--- config.mk ---
export PLATFORM = sky130hd
export DESIGN_NAME = fifo_push_arbiter
export DESIGN_NICKNAME = d
export VERILOG_FILES = /design/src/rtl/fifo_push_arbiter.sv
export SDC_FILE = /design/constraint.sdc
export NUM_CORES = 1
export LEC_CHECK = 0
export CORE_MARGIN = 4
export CORE_UTILIZATION = 29
export DETAILED_ROUTE_END_ITERATION = 16
export PLACE_DENSITY_LB_ADDON = 0.05
export SYNTH_ARGS = -nofsm -noshare
export SYNTH_HDL_FRONTEND = slang
export SYNTH_SLANG_ARGS = --single-unit
--- constraint.sdc ---
create_clock -name clk -period 6.5 [get_ports clk]
set_input_delay 1.3 -clock clk [delete_from_list [all_inputs] [get_ports clk]]
set_output_delay 1.3 -clock clk [all_outputs]
set_load 0.05 [all_outputs]
--- src/rtl/fifo_push_arbiter.sv ---
`default_nettype none
// ============================================================================
// Module   : fifo_push_arbiter
// Brief    : Round-robin arbiter that shares the push side of one fifo_flops
//            among N_REQ valid/ready producers. It uses a registered push
//            stage and a credit counter, so no push is ever sent to a full FIFO.
//            Optional macro ARB_BURST_LOCK_EN keeps a grant locked to one
//            requester for up to DEPTH consecutive transfers.
// Revision : 1.0 - initial release
// ============================================================================
module fifo_push_arbiter #(
    parameter int N_REQ = 4,
    parameter int WIDTH = 16,
    parameter int DEPTH = 8
) (
    input  logic                         clk,
    input  logic                         rst,
    input  logic [N_REQ-1:0]             req_valid,
    input  logic [N_REQ*WIDTH-1:0]       req_data,
    output logic [N_REQ-1:0]             req_ready,
    output logic [WIDTH-1:0]             fifo_din,
    output logic                         fifo_push,
    input  logic                         fifo_full,
    input  logic                         fifo_pop,
    input  logic                         fifo_pndng,
    output logic [$clog2(N_REQ)-1:0]     grant_id,
    output logic [$clog2(DEPTH+1)-1:0]   occupancy,
    output logic                         overflow_err
);

    localparam int IDW = $clog2(N_REQ);
    localparam int OCW = $clog2(DEPTH+1);
    localparam logic [OCW-1:0] DEPTH_C = OCW'(DEPTH);
    localparam logic [IDW:0]   NREQ_C  = (IDW+1)'(N_REQ);
    localparam logic [IDW-1:0] LAST_C  = IDW'(N_REQ-1);

    logic [IDW-1:0] rr_ptr;
    logic [IDW-1:0] rr_idx;
    logic           rr_found;
    logic [IDW:0]   rr_sum;
    logic [IDW-1:0] sel_idx;
    logic           sel_found;
    logic           credit_ok;
    logic           grant;
    logic           pop_ok;
    logic [IDW-1:0] next_ptr;

    // First valid requester at or after the pointer, wrapping modulo N_REQ.
    always_comb begin
        rr_found = 1'b0;
        rr_idx   = '0;
        rr_sum   = '0;
        for (int k = 0; k < N_REQ; k++) begin
            rr_sum = {1'b0, rr_ptr} + (IDW+1)'(k);
            if (rr_sum >= NREQ_C) begin
                rr_sum = rr_sum - NREQ_C;
            end
            if (!rr_found && req_valid[rr_sum[IDW-1:0]]) begin
                rr_found = 1'b1;
                rr_idx   = rr_sum[IDW-1:0];
            end
        end
    end

`ifdef ARB_BURST_LOCK_EN
    logic           lock_active;
    logic [IDW-1:0] lock_id;
    logic [OCW-1:0] burst_cnt;
    logic           lock_hit;

    assign lock_hit  = lock_active && req_valid[lock_id] && (burst_cnt < DEPTH_C);
    assign sel_found = lock_hit || rr_found;
    assign sel_idx   = lock_hit ? lock_id : rr_idx;

    // Any no-grant cycle (valid drop or credit stall) ends the burst.
    always_ff @(posedge clk or negedge rst) begin
        if (!rst) begin
            lock_active <= 1'b0;
            lock_id     <= '0;
            burst_cnt   <= '0;
        end else if (grant) begin
            lock_active <= 1'b1;
            lock_id     <= sel_idx;
            burst_cnt   <= lock_hit ? (burst_cnt + OCW'(1)) : OCW'(1);
        end else begin
            lock_active <= 1'b0;
            burst_cnt   <= '0;
        end
    end
`else
    assign sel_found = rr_found;
    assign sel_idx   = rr_idx;
`endif

    assign credit_ok = (occupancy < DEPTH_C);
    // Gating with rst keeps the grant bus quiet while the block is held in reset.
    assign grant     = rst && credit_ok && sel_found;
    assign pop_ok    = fifo_pop && fifo_pndng && (occupancy != '0);
    assign next_ptr  = (sel_idx == LAST_C) ? '0 : (sel_idx + IDW'(1));

    for (genvar i = 0; i < N_REQ; i++) begin : g_ready
        assign req_ready[i] = grant && (sel_idx == IDW'(i));
    end

    always_ff @(posedge clk or negedge rst) begin
        if (!rst) begin
            fifo_push <= 1'b0;
            fifo_din  <= '0;
            grant_id  <= '0;
            rr_ptr    <= '0;
        end else if (grant) begin
            fifo_push <= 1'b1;
            fifo_din  <= req_data[int'(sel_idx)*WIDTH +: WIDTH];
            grant_id  <= sel_idx;
            rr_ptr    <= next_ptr;
        end else begin
            fifo_push <= 1'b0;
        end
    end

    // Credits are reserved at grant time, covering the word still in the push register.
    always_ff @(posedge clk or negedge rst) begin
        if (!rst) begin
            occupancy <= '0;
        end else begin
            case ({grant, pop_ok})
                2'b10:   occupancy <= occupancy + OCW'(1);
                2'b01:   occupancy <= occupancy - OCW'(1);
                default: occupancy <= occupancy;
            endcase
        end
    end

    always_ff @(posedge clk or negedge rst) begin
        if (!rst) begin
            overflow_err <= 1'b0;
        end else if (fifo_push && fifo_full) begin
            overflow_err <= 1'b1;
        end
    end

endmodule
`default_nettype wire
==> metrics.yaml <==
clocking:
  h-tree-depth: 1
  ctsHoldBuffers: 0
  cts_resized: 0
  max-clock-path-buffers: 2
  cts_tree: "built"
  cts_made_buffers: 3
  clock-sinks: 26
  clockRootBuffer: "clkbuf_8"
  postCtsSetupBuffers: 0
  clk-insertion-delay-late_ns: 0.27
  path_clk_slew_ns: 0.09
final_layout:
  drive_gt1_share_pct: 7.35
  layout.nets: 354
  syn_to_final_growth_pct: 63.3
  antenna_cells: 0
  utilization_pct: 50.2
critical_path:
  crit_slowest_cell: "clkdlybuf4s50_1"
  crit_arrival_ns: 3.85
  path_buf_inv: 3
  critical-path-max-stage-delay_ns: 0.79
  path_cells: "clkdlybuf4s50_1 -> nand2b_1 -> a211oi_1 -> nor2_1 -> inv_1 -> ha_1 -> and2_1 -> clkdlybuf4s50_1"
  rr_endpoint: "fifo_din[0]$_DFFE_PN0P_"
  worst_r2r_path_depth: 6
  critPathKind: "input pin to primary output"
  critPathTopFamily: "buffers and inverters"
  reg2reg_from: "occupancy[3]$_DFFE_PN0P_"
  required_ns: 5.20
  crit_top_cell: "clkdlybuf4s50_1"
  cp-end-kind: "primary output"
  worstPathMaxFanout: 5
  rrSetupSlack_ns: 4.09
  start_kind: "input pin"
grt:
  grt_pass1_wl_mm: 9.00
  antenna_found_initial: 0
  first_global_vias: 1755
  grt_overflow_total: 0
  grt_max_degree: 27
  grt_usage_pct: 15.2
logic_synthesis:
  syn_area_per_cell_sq_um: 9.91
  ys_types: 39
  synthMuxAreaShare_pct: 11.5
  synth_top_family_by_area: "compound AO/OA/AOI/OAI gates"
  yosys.area_share.adder_pct: 5.05
  syn_inst: 175
  synth_compound_area_share_pct: 23.9
  synth_simple_gate_area_share_pct: 15.5
  synth-seq-cells: 26
  syn-num-nets: 255
  syn_area_sq_um: 1730
  synth_xor_area_share_pct: 2.53
  yosysWarnings: 0
  synth-seq-area-share_pct: 37.5
min_path:
  hold_end: "overflow_err$_DFFE_PN0P_"
  min_path_type: "register to register"
  hold_start: "overflow_err$_DFFE_PN0P_"
  min_path_cells: 1
place:
  place_congestion: 0.840
  dpl.hpwl_mm: 4.12
  numPortBuffers: 100
sta:
  grt_setup_unrepaired: "no"
  clock_skew_ns: 0.00152
  hold_slack_ns: 0.458
  setup_viol: 0
  period_needed_ns: 5.15
  slew_headroom_pct: 17.4
  fin_setup_tns_ns: 0
  hold_viol: 0
  finalCritPeriodShare_pct: 79.2
  fmax_ghz: 0.194
  maxSlewViolCount: 0
  tightest_slew_ns: 1.23
route:
  ant_nets: 0
  wirelength_mm: 5.53
  drt-pass1-iter-count: 4
  post_drt_wl_per_cell_um: 16.1
  route.detailed.drc: 0
  viasPerCell: 5.09
  drtIter0Drc: 63
  vias: 1751
die:
  core_sq_um: 5640
  die_height_um: 85.3
  initial_utilization_pct: 30.7
  rows: 27
  ios: 101
  die_area_sq_um: 7280
  die_w_um: 85.3
power:
  power_per_cell_area_nw_per_um2: 417
  finalPower_mw: 1.18
  irDropWorstVdd_uv: 228
  p_leak_nw: 1.16
run_status:
  status: "finished, final reports clean"
run:
  maxCapViolations: 0
registers in the layout, summed over array words and instances (netlist names):
register,flops
occupancy,4
rr_ptr,2
grant_id,2
fifo_push,1
overflow_err,1
fifo_din,16
layout make-up:
type / instances / area [sq um]
multi-input cells: 137 / 1010
clock buffers: 3 / 41.3
inverters: 3 / 13.8
fillers: 529 / 2810
well taps: 72 / 90.1
repair buffers: 103 / 1020
flip-flops and latches: 26 / 651
cells in the final DEF, fill, tap and decap left out, types with 2 or more instances in the layout:
master           synthesis  routed
and2_1                   4       4
nand2_1                  7       7
a211oi_1                19      19
mux2_2                   7       7
and3_1                   8       8
ha_1                     7       7
nor2_1                  14      14
buf_4                    1       3
inv_1                    2       2
nand2b_1                 3       3
o21ai_0                  9       9
mux2_4                   2       2
a221o_1                  8       8
dfrtp_1                 26      26
a21boi_0                 2       2
a21oi_1                  8       8
mux2i_1                  9       9
xor2_1                   4       4
a21o_1                   4       4
clkdlybuf4s50_1          0     100
nand3_1                  8       8
clkbuf_8                 0       3
power by group:
part           leakage [nW]  switching (mW)  internal, mW  total (mW)
Combinational         0.832           0.480         0.310       0.790
Sequential            0.305          0.0605         0.238       0.298
Clock                0.0216          0.0517        0.0416      0.0933
Total                  1.16           0.592         0.590        1.18
logic make-up (layout without fill, tap and decap cells):
kind of cell / count (synthesis) / after routing
AND/OR/NAND/NOR: 50 / 50
multiplexers: 18 / 18
buffers and inverters: 12 / 109
adder cells (fa/ha/maj): 7 / 7
AO/OA/AOI/OAI: 57 / 57
flip-flops: 26 / 26
XOR/XNOR: 5 / 5
per-layer routing:
metal,GRT usage [%],share of wire (%),vias up
met2,24.6,44,70
met5,0,0,-
li1,-,-,853
met4,1.73,0.45,0
met3,4.47,8.1,2
met1,20.7,48,826
worst register-to-register path, delay by kind of cell, from the launching register on:
| kind | cells | cell delay [ns] |
|---|---|---|
| buffers and inverters | 1 | 0.20 |
| DFF | 1 | 0.44 |
| and+or+nand+nor | 2 | 1.14 |
| AOI/OAI and AO/OA | 3 | 0.56 |
metrics by stage:
| step | setup WS (ns) | cells | cell area [sq um] |
|---|---|---|---|
| 2_1_floorplan | 2.46 | 175 | 1730 |
| 3_3_place_gp | 1.39 | 341 | 2790 |
| 3_5_place_dp | 1.35 | 341 | 2790 |
| 4_1_cts | 1.35 | 344 | 2830 |
| 5_1_grt | 1.19 | 344 | 2830 |
| 6_report | 1.35 | 344 | 2830 |
Yosys cell counts:
master / n / area (sq um)
dfrtp_1: 26 / 651
a211oi_1: 19 / 143
nor2_1: 14 / 52.6
mux2i_1: 9 / 90.1
o21ai_0: 9 / 45.0
a21oi_1: 8 / 40.0
a221o_1: 8 / 80.1
and3_1: 8 / 50.1
nand3_1: 8 / 40.0
ha_1: 7 / 87.6
mux2_2: 7 / 78.8
nand2_1: 7 / 26.3
a21o_1: 4 / 30.0
and2_1: 4 / 25.0
clkbuf_1: 4 / 15.0
xor2_1: 4 / 35.0
nand2b_1: 3 / 18.8
a21boi_0: 2 / 15.0
buf_2: 2 / 10.0
inv_1: 2 / 7.51
mux2_4: 2 / 30.0
a21oi_2: 1 / 8.76
a2bb2oi_1: 1 / 8.76
buf_1: 1 / 3.75
buf_12: 1 / 20.0
buf_4: 1 / 7.51
inv_4: 1 / 6.26
nand4bb_1: 1 / 11.3
nor2_4: 1 / 11.3
nor3_2: 1 / 10.0
nor3b_1: 1 / 7.51
nor4_1: 1 / 6.26
nor4bb_1: 1 / 10.0
o21a_1: 1 / 7.51
o21ai_1: 1 / 5.00
o221ai_1: 1 / 8.76
o2bb2ai_2: 1 / 15.0
o31ai_1: 1 / 7.51
xnor2_1: 1 / 8.76
worst max path at each step:
stage | endpoint | start | slack (ns) | cells after the start
floorplan | req_ready[2] | req_valid[3] | 2.46 | 8
global route | req_ready[2] | req_valid[2] | 1.19 | 8
CTS | req_ready[0] | req_valid[3] | 1.35 | 8
global placement | req_ready[0] | req_valid[2] | 1.39 | 8
finish | req_ready[0] | req_valid[3] | 1.35 | 8
detailed placement | req_ready[0] | req_valid[3] | 1.35 | 8
(Power assumes the default switching activity.)
